===== src/rtl/id_ex_stage_pkg.sv =====
// Shared constants for the ID/EX pipeline register: default widths, ALU select
// encoding and the saturating counter helper.
package id_ex_stage_pkg;

    localparam int XLEN    = 64;
    localparam int RIDX    = 5;
    localparam int SEL_W   = 3;
    localparam int SHAMT_W = 6;

    typedef enum logic [SEL_W-1:0] {
        ALU_ADD   = 3'd0,
        ALU_SUB   = 3'd1,
        ALU_OR    = 3'd2,
        ALU_XNOR  = 3'd3,
        ALU_AND   = 3'd4,
        ALU_CMP   = 3'd5,
        ALU_SHIFT = 3'd6,
        ALU_ZERO  = 3'd7
    } alu_sel_e;

    function automatic logic [31:0] sat_inc32(input logic [31:0] value);
        return (value == 32'hFFFF_FFFF) ? value : value + 32'd1;
    endfunction

endpackage


===== src/rtl/id_ex_stage_fwd_mux.sv =====
// Operand forwarding for one ALU source: EX/MEM result beats writeback data,
// which beats the value read from the register file in decode.
module fwd_mux #(
    parameter int XLEN = id_ex_stage_pkg::XLEN,
    parameter int RIDX = id_ex_stage_pkg::RIDX
) (
    input  logic [RIDX-1:0] src_idx,
    input  logic [XLEN-1:0] src_val,
    input  logic            exm_valid,
    input  logic            exm_reg_write,
    input  logic            exm_is_load,
    input  logic [RIDX-1:0] exm_rd,
    input  logic [XLEN-1:0] exm_result,
    input  logic            wb_valid,
    input  logic            wb_reg_write,
    input  logic [RIDX-1:0] wb_rd,
    input  logic [XLEN-1:0] wb_data,
    output logic [XLEN-1:0] operand
);

    logic exm_hit;
    logic wb_hit;

    // A load in EX/MEM has no data yet; its consumer is held back by the hazard stall.
    assign exm_hit = exm_valid && exm_reg_write && !exm_is_load
                     && (exm_rd != '0) && (exm_rd == src_idx);
    assign wb_hit  = wb_valid && wb_reg_write
                     && (wb_rd != '0) && (wb_rd == src_idx);

    always_comb begin
        operand = src_val;
        if (exm_hit) begin
            operand = exm_result;
        end else if (wb_hit) begin
            operand = wb_data;
        end
    end

endmodule


===== src/rtl/id_ex_stage.sv =====
// ID/EX pipeline register with flush/hold/load-use control, a saturating
// stall-cycle counter and combinational operand forwarding into EX.
module id_ex_stage
    import id_ex_stage_pkg::*;
#(
    parameter int XLEN = id_ex_stage_pkg::XLEN,
    parameter int RIDX = id_ex_stage_pkg::RIDX
) (
    input  logic               clk,
    input  logic               rst_n,
    input  logic               id_valid,
    input  logic [RIDX-1:0]    id_rs1,
    input  logic [RIDX-1:0]    id_rs2,
    input  logic [XLEN-1:0]    id_rs1_val,
    input  logic [XLEN-1:0]    id_rs2_val,
    input  logic [RIDX-1:0]    id_rd,
    input  logic               id_reg_write,
    input  logic               id_is_load,
    input  logic [SEL_W-1:0]   id_sel,
    input  logic [SHAMT_W-1:0] id_shamt,
    input  logic               exm_valid,
    input  logic               exm_reg_write,
    input  logic               exm_is_load,
    input  logic [RIDX-1:0]    exm_rd,
    input  logic [XLEN-1:0]    exm_result,
    input  logic               wb_valid,
    input  logic               wb_reg_write,
    input  logic [RIDX-1:0]    wb_rd,
    input  logic [XLEN-1:0]    wb_data,
    input  logic               flush,
    input  logic               ex_hold,
    output logic [XLEN-1:0]    ex_A,
    output logic [XLEN-1:0]    ex_B,
    output logic [SEL_W-1:0]   ex_sel,
    output logic [SHAMT_W-1:0] ex_shamt,
    output logic               ex_valid,
    output logic               ex_reg_write,
    output logic               ex_is_load,
    output logic [RIDX-1:0]    ex_rd,
    output logic               stall_id,
    output logic [31:0]        stall_cnt
);

    logic               valid_q;
    logic [RIDX-1:0]    rs1_q;
    logic [RIDX-1:0]    rs2_q;
    logic [XLEN-1:0]    rs1_val_q;
    logic [XLEN-1:0]    rs2_val_q;
    logic [RIDX-1:0]    rd_q;
    logic [SEL_W-1:0]   sel_q;
    logic [SHAMT_W-1:0] shamt_q;
    logic               reg_write_q;
    logic               is_load_q;
    logic [31:0]        stall_cnt_q;
    logic               load_use;

    assign load_use = valid_q && is_load_q && reg_write_q && (rd_q != '0)
                      && id_valid && ((id_rs1 == rd_q) || (id_rs2 == rd_q));

    // NOTE: stall_id is gated by rst_n so a held or hazarding slot cannot leak a stall through reset.
    assign stall_id = rst_n && !flush && (ex_hold || load_use);

    // NOTE: non-blocking assignments keep every register sampling pre-edge values.
    always_ff @(posedge clk or negedge rst_n) begin
        if (!rst_n) begin
            valid_q     <= 1'b0;
            rs1_q       <= '0;
            rs2_q       <= '0;
            rs1_val_q   <= '0;
            rs2_val_q   <= '0;
            rd_q        <= '0;
            sel_q       <= '0;
            shamt_q     <= '0;
            reg_write_q <= 1'b0;
            is_load_q   <= 1'b0;
            stall_cnt_q <= '0;
        end else begin
            if (stall_id) begin
                stall_cnt_q <= sat_inc32(stall_cnt_q);
            end
            if (flush) begin
                valid_q <= 1'b0;
            end else if (!ex_hold) begin
                if (load_use) begin
                    // Bubble: the load leaves EX, so the match clears after one cycle.
                    valid_q <= 1'b0;
                end else begin
                    valid_q     <= id_valid;
                    rs1_q       <= id_rs1;
                    rs2_q       <= id_rs2;
                    rs1_val_q   <= id_rs1_val;
                    rs2_val_q   <= id_rs2_val;
                    rd_q        <= id_rd;
                    sel_q       <= id_sel;
                    shamt_q     <= id_shamt;
                    reg_write_q <= id_reg_write;
                    is_load_q   <= id_is_load;
                end
            end
        end
    end

    fwd_mux #(.XLEN(XLEN), .RIDX(RIDX)) u_fwd_a (
        .src_idx       (rs1_q),
        .src_val       (rs1_val_q),
        .exm_valid     (exm_valid),
        .exm_reg_write (exm_reg_write),
        .exm_is_load   (exm_is_load),
        .exm_rd        (exm_rd),
        .exm_result    (exm_result),
        .wb_valid      (wb_valid),
        .wb_reg_write  (wb_reg_write),
        .wb_rd         (wb_rd),
        .wb_data       (wb_data),
        .operand       (ex_A)
    );

    fwd_mux #(.XLEN(XLEN), .RIDX(RIDX)) u_fwd_b (
        .src_idx       (rs2_q),
        .src_val       (rs2_val_q),
        .exm_valid     (exm_valid),
        .exm_reg_write (exm_reg_write),
        .exm_is_load   (exm_is_load),
        .exm_rd        (exm_rd),
        .exm_result    (exm_result),
        .wb_valid      (wb_valid),
        .wb_reg_write  (wb_reg_write),
        .wb_rd         (wb_rd),
        .wb_data       (wb_data),
        .operand       (ex_B)
    );

    assign ex_valid     = valid_q;
    assign ex_rd        = rd_q;
    assign ex_sel       = sel_q;
    assign ex_shamt     = shamt_q;
    assign ex_reg_write = valid_q && reg_write_q;
    assign ex_is_load   = valid_q && is_load_q;
    assign stall_cnt    = stall_cnt_q;

endmodule


===== config.mk =====
export PLATFORM = sky130hd
export DESIGN_NAME = id_ex_stage
export DESIGN_NICKNAME = d
export VERILOG_FILES = /design/src/rtl/id_ex_stage_pkg.sv /design/src/rtl/id_ex_stage_fwd_mux.sv /design/src/rtl/id_ex_stage.sv
export SDC_FILE = /design/constraint.sdc
export NUM_CORES = 1
export LEC_CHECK = 0
export CORE_AREA = 2 2 186 188
export CTS_CLUSTER_SIZE = 28
export DETAILED_ROUTE_END_ITERATION = 7
export DIE_AREA = 0 0 188 190
export DONT_BUFFER_PORTS = 1
export SETUP_SLACK_MARGIN = 0.1
export SLEW_MARGIN = 15
export SYNTH_ARGS = -nofsm -noshare
export SYNTH_HDL_FRONTEND = slang
export SYNTH_SLANG_ARGS = --single-unit

===== constraint.sdc =====
create_clock -name clk -period 2.3 [get_ports clk]
set_input_delay 0.345 -clock clk [delete_from_list [all_inputs] [get_ports clk]]
set_output_delay 0.345 -clock clk [all_outputs]
set_load 0.05 [all_outputs]

==> out/qor.txt <==
status = complete, but fails checks
failing checks = negative hold slack, negative setup slack
worst setup slack after layout = -0.558 ns
Area contributors post-synth = dfrtp_1, mux2i_1, mux2_2
CP cell instances = xor2_2 -> nor3_2 -> nand4_1 -> buf_4 -> clkbuf_16 -> buf_6 -> mux2i_2 -> a21oi_4 -> buf_12
Die Area = 35700 sq um
crit path time final = 2.86 ns
Total GRT Usage = 0.230
post-DP HPWL = 29000 um
critical path type = flop to output port
cell accounting for the most synthesized area = dfrtp_1
Iteration-0 DRC Markers = 471
Crit. End Element = output port
synthesized instance count = 949
Starting Density = 0.310
Clock power frac = 0.247
Hold Path Class = input port to asynchronous set/reset pin
CTS tree = done
H-tree Lvls = 4
DRC = 0
Final GP Congestion = 0.937
switching share of power = 0.357
Comb power frac = 0.431
slowest CP cell = dfrtp_2
WL final = 43100 um
Worst setup SP type = flop
Die H = 190 um
critical path peak fanout = 4
Clock Path Buffers = 2
nets@finish = 1551
main flop type after synthesis = dfrtp_1
Synth Cell Area = 10500 sq um
Yosys top cell area share = 0.444
Die X = 188 um
critical path data arrival time = 2.51 ns
Critical Path Max Stage Delay = 0.45 ns
Power Internal = 8.32 mW
Avg Vias per Cell = 5.28
vias in the first global route = 9782
net count after synthesis = 1252
Setup violations, final = 229
Post-DP Area = 15800 sq um
dpl ws = -0.722 ns
initial antenna violation count = 7
total power = 12.9 mW
final hold slack = -0.412 ns
clk_lat worst skew = 0.45 ns
Cell Rows = 68
Peak VDD IR = 0.668 mV
post-synthesis sequential area ratio = 0.444
Post-Syn Area per Cell = 11.1 sq um
Worst Path Required = 1.96 ns
number of CTS-inserted buffers = 17
asr flop ratio synth = 1.00
drt pass-1 iters = 5
RSZ-0062 raised after global routing = yes
fin crit share = 1.24
count of pins over their slew limit = 0
pwr dens = 684 nW/um^2
fmax = 350 MHz
drt wl/cell = 25.1 um
first-pass GRT wire length = 61600 um
relative slew slack = 0.523
Clock Pin Slew Worst Setup and Hold Paths = 0.07 ns
clk sink count = 187
Overflow after GRT = 0
Clock Skew = 0.0165 ns
LEAKAGE = 8.08 nW
routed via count = 9087
Yosys cell types = 37
P&R area growth vs syn = 79.4%
Fin Setup TNS = -55.86 ns
# hold bufs at CTS = 1
Synth Register Bits = 187
Root Driver = clkbuf_16
Core Footprint = 33900 sq um
Slew @ Worst Pin = 0.714 ns
post-route cell area = 18900 sq um
# port buffers = 0
Hold Fails Final Rpt = 187
Flop pwr share = 0.322
Yosys warning count = 0
number of synthesized flops with an enable pin = 0
max cap viols = 0
NetSw = 4.62 mW
antenna viol nets, final = 0
share of cells above drive strength 1 = 0.646
Ports = 480
largest net degree at the start of global routing = 189
## metrics by stage
step	utilization	instances
floorplan	-	949
global placement	0.466	1607
detailed placement	0.466	1607
CTS	0.533	1694
global route	0.557	1719
finish	0.557	1720
## per-layer routing
layer,share of wire,wire [um],up-vias,GRT usage
li1,-,-,3985,-
met5,0.00079,34,-,0
met4,0.029,1230,6,0.0951
met3,0.086,3690,69,0.0837
met2,0.52,22300,419,0.400
met1,0.37,15900,4608,0.255
## cells in the mapped netlist, drive strengths merged (8+ instances only)
| cell | n |
|---|---|
| xnor2 | 39 |
| nand4 | 17 |
| nand3 | 14 |
| buf | 40 |
| nor3 | 9 |
| a21oi | 65 |
| clkbuf | 21 |
| xor2 | 22 |
| mux2i | 128 |
| nand2 | 79 |
| nor2 | 74 |
| mux2 | 155 |
| dfrtp | 187 |
| o21ai | 66 |
| and3 | 8 |
## path summary, 6_finish.rpt
| kind | cells after the start | start | slack, ns | end |
|---|---|---|---|---|
| worst max-delay path | 9 | rs1_q[0] | -0.56 | ex_A[15] |
| worst min-delay path | 0 | rst_n | -0.41 | rs2_q[3] |
| worst max register to register | 7 | ex_rd[2] | -0.10 | rs1_val_q[17] |
| worst min register to register | 1 | rs2_val_q[2] | 0.51 | rs2_val_q[2] |
| max in group asynchronous | 0 | rst_n | 2.32 | rs1_val_q[7] |
| min in group clk | 2 | ex_hold | 0.02 | ex_valid |
## cell usage in the layout (no fill, tap or decap), types with 11 or more instances in the layout
master / count
mux2i_2: 83
nand2_4: 11
clkbuf_16: 24
mux2i_4: 17
dfrtp_1: 182
o21ai_2: 24
mux2_4: 61
nand2_2: 17
nand3_1: 13
nand2_1: 49
xor2_1: 18
buf_4: 92
buf_12: 160
mux2i_1: 28
mux2_2: 94
buf_16: 24
buf_8: 16
xnor2_1: 38
nand4_1: 17
nor2_1: 58
o21ai_4: 33
a21oi_4: 64
nor2_2: 13
buf_6: 36
## cell type report
class / instances / area, sq um
Antenna cell: 4 / 10.0
Clock buffer: 21 / 470
Clock inverter: 11 / 156
Fill cell: 2627 / 15000
Inverter: 1 / 3.75
Multi-Input combinational cell: 705 / 7620
Sequential cell: 187 / 4690
Tap cell: 455 / 569
Timing Repair Buffer: 336 / 5390
## repair_timing
action,4_1_cts,5_1_grt
pin swaps,43,43
setup buffers,24,19
gates cloned,30,7
endpoints found under the setup margin,306,309
gates resized for setup,176,130
hold endpoints to repair,188,187
## power by group through the flow
stage | sequential [mW] | combinational [mW] | clock (mW)
2_1_floorplan | 4.26 | 2.88 | 0
3_3_place_gp | 4.16 | 5.02 | 0
3_5_place_dp | 4.18 | 5.08 | 0
4_1_cts | 4.14 | 5.42 | 3.26
5_1_grt | 4.21 | 5.76 | 3.38
6_report | 4.17 | 5.58 | 3.19
## registers in the layout (all words and copies together), names as in the netlist
register and count:
ex_rd 5, rs2_q 5, rs1_q 5, ex_shamt 6, rs1_val_q 64, rs2_val_q 64
ex_valid 1, ex_sel 3, is_load_q 1, stall_cnt 32, reg_write_q 1
## cell families after synthesis
group / synth area share
buffers and inverters: 0.0346
flip-flops: 0.444
adder cells (fa/ha/maj): 0.00119
AO/OA/AOI/OAI: 0.0668
AND/OR/NAND/NOR: 0.0937
multiplexers: 0.309
XOR/XNOR: 0.0507
## worst max-delay path, delay by kind of cell, from the launching register on
kind                   cells  cell delay, ns
XOR/XNOR                   1            0.16
AO/OA/AOI/OAI              1            0.12
buffers and inverters      4            0.67
multiplexers               1            0.28
flip-flops                 1            0.45
AND/OR/NAND/NOR            2            0.37
Note: power is estimated with default switching activity, not from simulation.
